==> src/rtl/fir_complex_pkg.sv <==
// Shared types and default sizing for the complex FIR controller, datapath and top.
package fir_complex_pkg;

    typedef enum logic [2:0] {
        S_INIT,
        S_LOAD,
        S_MAC,
        S_DRAIN,
        S_WRITE
    } ctrl_state_e;

    localparam int unsigned DEF_NUM_TAPS   = 20;
    localparam int unsigned DEF_DECIM      = 1;
    localparam int unsigned DEF_HIST_DEPTH = 32;
    localparam int unsigned DEF_MAC_LAT    = 2;

    // Larger of two sizes; used to dimension the shared phase counter.
    function automatic int unsigned max_u(input int unsigned a, input int unsigned b);
        return (a > b) ? a : b;
    endfunction

endpackage

==> src/rtl/fir_hist_addr_gen.sv <==
// History RAM addressing: circular write pointer, latch of the newest written slot, and the
// per-tap read address (newest - tap) wrapping modulo HIST_DEPTH by power-of-2 truncation.
module fir_hist_addr_gen
    import fir_complex_pkg::*;
#(
    parameter int unsigned HIST_DEPTH = DEF_HIST_DEPTH,
    parameter int unsigned ADDR_W     = $clog2(HIST_DEPTH),
    parameter int unsigned TAP_W      = 5
) (
    input  logic              clk_i,
    input  logic              rst_i,
    input  logic              pop_i,
    input  logic [TAP_W-1:0]  tap_i,
    output logic [ADDR_W-1:0] wr_ptr_o,
    output logic [ADDR_W-1:0] rd_addr_o
);

    logic [ADDR_W-1:0] wr_ptr_q, wr_ptr_d;
    logic [ADDR_W-1:0] newest_q, newest_d;

    // Advance the write pointer on every accepted pair and remember where it landed.
    always_comb begin
        wr_ptr_d = wr_ptr_q;
        newest_d = newest_q;
        if (pop_i) begin
            wr_ptr_d = wr_ptr_q + ADDR_W'(1);
            newest_d = wr_ptr_q;
        end
    end

    // Pointer registers, synchronous reset back to slot 0.
    always_ff @(posedge clk_i) begin
        if (rst_i) begin
            wr_ptr_q <= '0;
            newest_q <= '0;
        end else begin
            wr_ptr_q <= wr_ptr_d;
            newest_q <= newest_d;
        end
    end

    // Tap k reads k samples back from the newest one; subtraction wraps naturally.
    always_comb begin
        wr_ptr_o  = wr_ptr_q;
        rd_addr_o = newest_q - ADDR_W'(tap_i);
    end

endmodule

==> src/rtl/fir_complex_ctrl.sv <==
// Sequencer for a time-shared complex FIR: zero the history, load DECIM I/Q pairs, run
// NUM_TAPS MAC cycles, wait out the MAC pipeline, then push one real/imag result pair.
module fir_complex_ctrl
    import fir_complex_pkg::*;
#(
    parameter int unsigned NUM_TAPS   = DEF_NUM_TAPS,
    parameter int unsigned DECIM      = DEF_DECIM,
    parameter int unsigned HIST_DEPTH = DEF_HIST_DEPTH,
    parameter int unsigned MAC_LAT    = DEF_MAC_LAT,
    parameter int unsigned ADDR_W     = $clog2(HIST_DEPTH),
    parameter int unsigned TAP_W      = $clog2(NUM_TAPS)
) (
    input  logic              clk_i,
    input  logic              rst_i,
    input  logic              i_empty_i,
    input  logic              q_empty_i,
    output logic              i_rd_en_o,
    output logic              q_rd_en_o,
    output logic              hist_wr_en_o,
    output logic              hist_zero_o,
    output logic [ADDR_W-1:0] hist_wr_addr_o,
    output logic [ADDR_W-1:0] hist_rd_addr_o,
    output logic [TAP_W-1:0]  tap_addr_o,
    output logic              mac_en_o,
    output logic              mac_clr_o,
    output logic              mac_last_o,
    input  logic              real_full_i,
    input  logic              imag_full_i,
    output logic              real_wr_en_o,
    output logic              imag_wr_en_o,
    output logic              busy_o,
    output logic [15:0]       out_count_o
);

    // One counter serves INIT, LOAD, MAC and DRAIN, so size it for the longest phase.
    localparam int unsigned CNT_MAX = max_u(max_u(HIST_DEPTH, DECIM), max_u(NUM_TAPS, MAC_LAT));
    localparam int unsigned CNT_W   = $clog2(CNT_MAX + 1);

    ctrl_state_e       state_q, state_d;
    logic [CNT_W-1:0]  cnt_q, cnt_d;
    logic [15:0]       out_count_q, out_count_d;
    logic              pop;
    logic              push;
    logic [ADDR_W-1:0] wr_ptr;
    logic [ADDR_W-1:0] rd_addr;

    fir_hist_addr_gen #(
        .HIST_DEPTH (HIST_DEPTH),
        .ADDR_W     (ADDR_W),
        .TAP_W      (TAP_W)
    ) u_addr_gen (
        .clk_i     (clk_i),
        .rst_i     (rst_i),
        .pop_i     (pop),
        .tap_i     (cnt_q[TAP_W-1:0]),
        .wr_ptr_o  (wr_ptr),
        .rd_addr_o (rd_addr)
    );

    // Next-state and output decode. Reset forces every output low in the reset cycle itself,
    // so an output in progress is dropped without a stray strobe.
    always_comb begin
        state_d        = state_q;
        cnt_d          = cnt_q;
        out_count_d    = out_count_q;
        pop            = 1'b0;
        push           = 1'b0;
        i_rd_en_o      = 1'b0;
        q_rd_en_o      = 1'b0;
        hist_wr_en_o   = 1'b0;
        hist_zero_o    = 1'b0;
        hist_wr_addr_o = '0;
        hist_rd_addr_o = '0;
        tap_addr_o     = '0;
        mac_en_o       = 1'b0;
        mac_clr_o      = 1'b0;
        mac_last_o     = 1'b0;
        real_wr_en_o   = 1'b0;
        imag_wr_en_o   = 1'b0;
        busy_o         = 1'b0;

        if (!rst_i) begin
            unique case (state_q)
                S_INIT: begin
                    busy_o         = 1'b1;
                    hist_wr_en_o   = 1'b1;
                    hist_zero_o    = 1'b1;
                    hist_wr_addr_o = cnt_q[ADDR_W-1:0];
                    if (cnt_q == CNT_W'(HIST_DEPTH - 1)) begin
                        state_d = S_LOAD;
                        cnt_d   = '0;
                    end else begin
                        cnt_d = cnt_q + CNT_W'(1);
                    end
                end

                S_LOAD: begin
                    // Both FIFOs must offer data; a lone non-empty FIFO is never popped.
                    pop            = !i_empty_i && !q_empty_i;
                    i_rd_en_o      = pop;
                    q_rd_en_o      = pop;
                    hist_wr_en_o   = pop;
                    hist_wr_addr_o = wr_ptr;
                    busy_o         = pop;
                    if (pop) begin
                        if (cnt_q == CNT_W'(DECIM - 1)) begin
                            state_d = S_MAC;
                            cnt_d   = '0;
                        end else begin
                            cnt_d = cnt_q + CNT_W'(1);
                        end
                    end
                end

                S_MAC: begin
                    busy_o         = 1'b1;
                    mac_en_o       = 1'b1;
                    tap_addr_o     = cnt_q[TAP_W-1:0];
                    hist_rd_addr_o = rd_addr;
                    mac_clr_o      = (cnt_q == '0);
                    mac_last_o     = (cnt_q == CNT_W'(NUM_TAPS - 1));
                    if (cnt_q == CNT_W'(NUM_TAPS - 1)) begin
                        state_d = S_DRAIN;
                        cnt_d   = '0;
                    end else begin
                        cnt_d = cnt_q + CNT_W'(1);
                    end
                end

                S_DRAIN: begin
                    busy_o = 1'b1;
                    if (cnt_q == CNT_W'(MAC_LAT - 1)) begin
                        state_d = S_WRITE;
                        cnt_d   = '0;
                    end else begin
                        cnt_d = cnt_q + CNT_W'(1);
                    end
                end

                S_WRITE: begin
                    busy_o       = 1'b1;
                    push         = !real_full_i && !imag_full_i;
                    real_wr_en_o = push;
                    imag_wr_en_o = push;
                    if (push) begin
                        out_count_d = out_count_q + 16'd1;
                        state_d     = S_LOAD;
                    end
                end

                default: begin
                    state_d = S_INIT;
                    cnt_d   = '0;
                end
            endcase
        end
    end

    // State, phase counter and output counter; reset restarts history zeroing.
    always_ff @(posedge clk_i) begin
        if (rst_i) begin
            state_q     <= S_INIT;
            cnt_q       <= '0;
            out_count_q <= '0;
        end else begin
            state_q     <= state_d;
            cnt_q       <= cnt_d;
            out_count_q <= out_count_d;
        end
    end

    // Output count is a plain register view.
    always_comb begin
        out_count_o = out_count_q;
    end

endmodule

==> config.mk <==
export PLATFORM = sky130hd
export DESIGN_NAME = fir_complex_ctrl
export DESIGN_NICKNAME = d
export VERILOG_FILES = /design/src/rtl/fir_complex_pkg.sv /design/src/rtl/fir_hist_addr_gen.sv /design/src/rtl/fir_complex_ctrl.sv
export SDC_FILE = /design/constraint.sdc
export NUM_CORES = 1
export LEC_CHECK = 0
export ABC_AREA = 1
export CORE_MARGIN = 8
export CORE_UTILIZATION = 51
export CTS_CLUSTER_DIAMETER = 40
export CTS_CLUSTER_SIZE = 12
export DETAILED_ROUTE_END_ITERATION = 8
export MAX_ROUTING_LAYER = met4
export PLACE_DENSITY = 0.77
export SKIP_CTS_REPAIR_TIMING = 1
export SLEW_MARGIN = 20
export SYNTH_ARGS = -nofsm -noshare
export SYNTH_HDL_FRONTEND = slang
export SYNTH_SLANG_ARGS = --single-unit
==> constraint.sdc <==
create_clock -name clk_i -period 2.2 [get_ports clk_i]
set_clock_uncertainty 0.2 [all_clocks]
set_input_delay 0.55 -clock clk_i [delete_from_list [all_inputs] [get_ports clk_i]]
set_output_delay 0.55 -clock clk_i [all_outputs]
set_load 0.03 [all_outputs]
==> out/summary.txt, run 1 <==
status -> complete, but fails checks
failing checks -> negative setup slack
Syn Inst Count -> 340
Main synth FF type -> dfxtp_1
Slew @ Worst Pin -> 0.325 ns
pwr dens -> 780 mW/mm²
Avg Synthesized Cell Area -> 6.61 µm²
detailed placement HPWL -> 4660 µm
clk buf depth -> 2
synth warn -> 0
R2R depth -> 10
1st-iter DRT viols -> 183
EDFF count, synth -> 0
Worst setup SP type -> register
vias in the first global route -> 2,275
synthesized area -> 0.00225 mm²
Leak -> 1.50 nW
Critical Path End Type -> output port
Maximum Capacitance Violations -> 0
initial antenna violation count -> 0
Hold Vio Cnt, Final -> 0
H-tree Lvls -> 2
maximum VDD drop -> 488 µV
n_diodes -> 0
Clk pin slew, worst setup/hold paths -> 0.07 ns
flop2flop setup slack -> 0.39 ns
via count -> 2,497
Layout fillers -> 290
Initial DRT Pass Iterations -> 4
total wire length -> 6850 µm
Initial Util -> 52.4%
Syn Nets -> 356
f_max -> 414 MHz
GRT overflow -> 0
final core utilization -> 79.1%
DP Cell Count -> 454
CTS buffer count -> 5
Clock Sinks -> 35
hold crit path type -> reg2reg
endpoints failing setup -> 7
flops & latches, synth -> 35
routability cong. -> 0.898
RR Endpoint -> out_count_o[15]$_SDFFE_PP0P_
Worst Setup Path Type -> reg2out
largest net degree at the start of global routing -> 19
RSZ-0062 raised after global routing -> yes
Slew HR -> 78.3%
antenna-violating nets left -> 0
top sig layer -> met4
WP data required -> 1.45 ns
fin cells -> 473
standard-cell rows -> 24
crit-path max FO -> 2
worst hold endpoint -> u_addr_gen.wr_ptr_o[4]$_SDFFE_PP0P_
most frequent cells in the layout -> nand2_1 (65), nor2_1 (41), buf_4 (39)
gr usage total -> 19.2%
commonest non-fill, non-tap cell in the layout -> nand2_1
met3 routed WL -> 316 µm
Avg WL per Cell -> 14.5 µm
core area -> 0.00429 mm²
routed vias/inst -> 5.28
final worst path period share -> 110%
Nets -> 436
CTS tree -> done
fin worst setup slack -> -0.218 ns
# DRC -> 0
Chip Height -> 82.4 µm
first-pass GRT wire length -> 10,000 µm
Async S/R FF share, synth -> 0%
io pins -> 47
Tmin final -> 2.42 ns
IO Port Bufs -> 46
sequential share of the synthesized area -> 31.2%
WHS Path Cells -> 2
Arrival @ worst endpoint -> 1.67 ns
pins over their slew limit -> 0
Routed met2 length -> 3580 µm
setup_tns -> -0.670 ns
post-synth cell types -> 32
layout cell share with drive strength beyond 1 -> 36.8%
Layout Area Growth over Synthesis -> 51.0%
Post-Route M1 WL -> 2810 µm
die width -> 82.4 µm
clock root cell -> clkbuf_8
hold path startpoint -> u_addr_gen.wr_ptr_o[4]$_SDFFE_PP0P_
full die area -> 0.00679 mm²
Worst-Skew Late Latency -> 0.29 ns
RR Startpoint -> state_q[0]$_SDFFE_PP0P_
[area by class of cell]
class	count	area, µm²	area share (%)
Clock inverter	1	7.51	0.221
Sequential cell	35	714	21.0
Inverter	47	189	5.56
Timing Repair Buffer	82	771	22.7
Multi-Input combinational cell	249	1550	45.7
Clock buffer	7	96.3	2.84
Tap cell	52	65.1	1.92
[state kept, by name (all words and copies together), names as in the netlist]
register,count
out_count_o,16
cnt_q,6
u_addr_gen.newest_q,5
u_addr_gen.wr_ptr_o,5
state_q,3
[cells in the mapped netlist (2+ instances only)]
master     n  area [µm²]
buf_4      2        15.0
dfxtp_1   35         701
xor2_1     5        43.8
inv_2      6        22.5
ha_1       9         113
nand2_2    5        31.3
o21ai_0   12        60.1
nand4_1    5        31.3
a21oi_1   29         145
nand2_4    4        45.0
nor2_2     2        12.5
and2_4     2        17.5
nand3_1   22         110
buf_2      3        15.0
nand2_1   71         267
nor3_1     6        30.0
inv_1     41         154
nand3_2    2        20.0
nor2_1    58         218
clkbuf_1   3        11.3
xnor2_1    3        26.3
nor2_4     5        56.3
[kinds of logic after synthesis]
| group | count (synthesis) | synth area share [%] |
|---|---|---|
| xor gates and xnor gates | 8 | 3.12 |
| buffers and inverters | 56 | 10.2 |
| adders and majority gates | 10 | 5.90 |
| DFF | 35 | 31.2 |
| AOI/OAI and AO/OA | 47 | 11.1 |
| and+or+nand+nor | 184 | 38.6 |
[per-stage QoR]
stage	hold slack, ns	setup slack [ns]	power, mW	instance area, µm²
final	0.310	-0.218	2.65	3400
after global routing	0.328	-0.312	2.78	3400
after CTS	0.282	-0.292	2.26	3010
after detailed placement	0.272	-0.284	1.74	2900
after global placement	0.263	-0.265	1.73	2900
after floorplan	0.254	-0.00112	1.44	2310
[routing by layer]
metal | global-route usage (%) | up-vias
met5 | - | -
met4 | 5.96 | 0
met3 | 3.79 | 16
met2 | 33.1 | 80
met1 | 21.8 | 1164
li1 | - | 1237
[worst max path at each step]
| stage | startpoint | endpoint | slack, ns | depth (start not counted) |
|---|---|---|---|---|
| after floorplan | rst_i | hist_rd_addr_o[3] | -0.001 | 7 |
| after global placement | rst_i | hist_rd_addr_o[4] | -0.27 | 6 |
| after detailed placement | rst_i | tap_addr_o[2] | -0.28 | 6 |
| after CTS | u_addr_gen.newest_q[0]$_SDFFE_PP0P_ | hist_rd_addr_o[4] | -0.29 | 9 |
| after global routing | u_addr_gen.newest_q[0]$_SDFFE_PP0P_ | hist_rd_addr_o[4] | -0.31 | 9 |
| final | u_addr_gen.newest_q[0]$_SDFFE_PP0P_ | hist_rd_addr_o[4] | -0.22 | 9 |
[report_power, final]
group	switching (mW)	leakage [nW]	internal, mW	total [mW]
logic	0.785	1.17	0.596	1.38
clock network	0.245	0.0505	0.285	0.530
registers	0.0570	0.286	0.682	0.739
[worst max-delay path: stages, from the launching register on]
cell and delay, ns:
dfxtp_2 0.33, inv_2 0.04, ha_4 0.15, fa_2 0.35, inv_2 0.07, nand3_2 0.06, nand2_2 0.07, xnor2_2 0.07
nor2_2 0.09, buf_6 0.13
Note: power is estimated with default switching activity, not from simulation.
==> run 2: changes to the inputs <==
- clock period: 2.2 -> 2.3 ns (I/O delays scaled with it)
==> out/summary.txt, run 2 (same netlist as run 1, synthesis figures left out) <==
H-tree Lvls -> 2 (unchanged)
CTS tree -> done
commonest non-fill, non-tap cell in the layout -> nand2_1
met3 routed WL -> 425 µm (+34%)
RR Endpoint -> out_count_o[15]$_SDFFE_PP0P_
WP data required -> 1.52 ns (+0.07 ns)
largest net degree at the start of global routing -> 21 (+2)
routability cong. -> 0.875 (-2.6%)
Tmin final -> 2.50 ns
Initial Util -> 52.4% (unchanged)
slowest cell delay on critical path -> 0.35 ns (about the same)
Slowest-stage cell, CP -> dfxtp_2
Setup crit start -> u_addr_gen.newest_q[0]$_SDFFE_PP0P_
endpoints failing setup -> 3 (-4)
Worst Setup Path Type -> reg2out
hold crit path type -> reg2reg
R2R depth -> 9 (-1)
Cell Chain, Critical Path -> inv_2 > ha_4 > fa_2 > inv_2 > nand3_2 > nand2_2 > xnor2_2 > nor2_2 > buf_6
most frequent cells in the layout -> nand2_1 (68), nor2_1 (50), buf_4 (44)
detailed placement HPWL -> 4500 µm (-3.4%)
routed vias/inst -> 5.19 (-1.7%)
Hold Vio Cnt, Final -> 0 (unchanged)
fin worst setup slack -> -0.197 ns (+0.0207 ns)
1st-iter DRT viols -> 162 (-11%)
f_max -> 400 MHz
clock root cell -> clkbuf_8
# DRC -> 0 (unchanged)
antenna-violating nets left -> 0 (unchanged)
pwr dens -> 713 mW/mm² (-8.7%)
status -> complete, but fails checks
RR Startpoint -> state_q[2]$_SDFFE_PP0P_
Avg WL per Cell -> 13.0 µm (-10%)
total wire length -> 6000 µm (-12%)
Clk pin slew, worst setup/hold paths -> 0.08 ns (about the same)
Arrival @ worst endpoint -> 1.72 ns (+0.05 ns)
crit-path max FO -> 3 (+1)
WHS Path Cells -> 2 (unchanged)
Layout Area Growth over Synthesis -> 39.0%
Chip Height -> 82.4 µm (unchanged)
RSZ-0062 raised after global routing -> yes
pins over their slew limit -> 0 (unchanged)
Worst setup SP type -> register
cell mode on critical path -> inv_2
io pins -> 47 (unchanged)
layout cell share with drive strength beyond 1 -> 31.1% (-5.7 points)
Leak -> 1.37 nW (-8.8%)
flop2flop setup slack -> 0.54 ns (+0.15 ns)
Nets -> 426 (-2.3%)
placed instance area -> 0.00284 mm² (-2.3%)
setup_tns -> -0.340 ns (+0.329 ns)
Routed met2 length -> 2880 µm (-20%)
core area -> 0.00429 mm² (unchanged)
via count -> 2,402 (-3.8%)
final instance area -> 0.00312 mm² (-8.0%)
standard-cell rows -> 24 (unchanged)
gr usage total -> 18.2% (-1.0 points)
Power, Total -> 2.23 mW (-16%)
Largest register FFs -> 16 (unchanged)
Post-Route M1 WL -> 2610 µm (-7.2%)
worst hold slack -> 0.286 ns (-0.0235 ns)
full die area -> 0.00679 mm² (unchanged)
first-pass GRT wire length -> 9520 µm (-5.1%)
top sig layer -> met4
hold path startpoint -> u_addr_gen.wr_ptr_o[4]$_SDFFE_PP0P_
clk buf depth -> 2 (unchanged)
CTS buffer count -> 5 (unchanged)
n_diodes -> 0 (unchanged)
Slew @ Worst Pin -> 0.319 ns (-0.00593 ns)
IO Port Bufs -> 46 (unchanged)
Initial DRT Pass Iterations -> 4 (unchanged)
GRT overflow -> 0 (unchanged)
Clock Sinks -> 35 (unchanged)
die width -> 82.4 µm (unchanged)
vias in the first global route -> 2,205 (-3.1%)
worst hold endpoint -> u_addr_gen.wr_ptr_o[4]$_SDFFE_PP0P_
maximum VDD drop -> 463 µV (-5.2%)
Worst-Skew Late Latency -> 0.29 ns (about the same)
failing checks -> negative setup slack
Maximum Capacitance Violations -> 0 (unchanged)
Slew HR -> 78.6% (+0.36 points)
Critical Path End Type -> output port
final worst path period share -> 109%
initial antenna violation count -> 0 (unchanged)
-- run 2: layout make-up --
| cell class | instances | area, µm² |
|---|---|---|
| multi-input combinational | 249 | 1450 |
| clock inverter | 3 | 15.0 |
| tap | 52 | 65.1 |
| sequential | 35 | 713 |
| inverter | 47 | 184 |
| fill | 351 | 1170 |
| clock buffer | 5 | 68.8 |
| timing repair buffer | 72 | 632 |
-- run 2: worst max path at each step --
stage | to | slack [ns] | cells past startpoint
6_report | hist_rd_addr_o[4] | -0.20 | 9
5_1_grt | hist_rd_addr_o[4] | -0.26 | 9
4_1_cts | hist_rd_addr_o[4] | -0.36 | 9
3_5_place_dp | i_rd_en_o | -0.18 | 7
3_3_place_gp | q_rd_en_o | -0.17 | 7
2_1_floorplan | hist_rd_addr_o[0] | -0.03 | 6
-- run 2: metrics by stage --
stage | setup slack [ns] | instances | util (%)
final | -0.197 | 463 | 72.8
after global routing | -0.261 | 463 | 72.8
after CTS | -0.356 | 459 | 68.0
after detailed placement | -0.182 | 451 | 66.1
after global placement | -0.172 | 451 | 66.1
after floorplan | -0.0333 | 340 | -
-- run 2: metal layers --
layer  up-vias  GRT usage [%]
met3         9           3.90
met5         -              -
met2        79           30.6
met1      1095           20.8
met4         0           6.49
li1       1219              -
-- run 2: power by group --
group	switching, mW	total, mW	internal [mW]
Clock	0.236	0.443	0.207
Sequential	0.0471	0.695	0.648
Combinational	0.649	1.09	0.440
-- run 2: worst max-delay path: cells and delay by family, from the launching register on --
| family | cells | cell delay [ns] |
|---|---|---|
| adders and majority gates | 2 | 0.48 |
| and+or+nand+nor | 3 | 0.26 |
| DFF | 1 | 0.35 |
| xor gates and xnor gates | 1 | 0.07 |
| buffers and inverters | 3 | 0.27 |
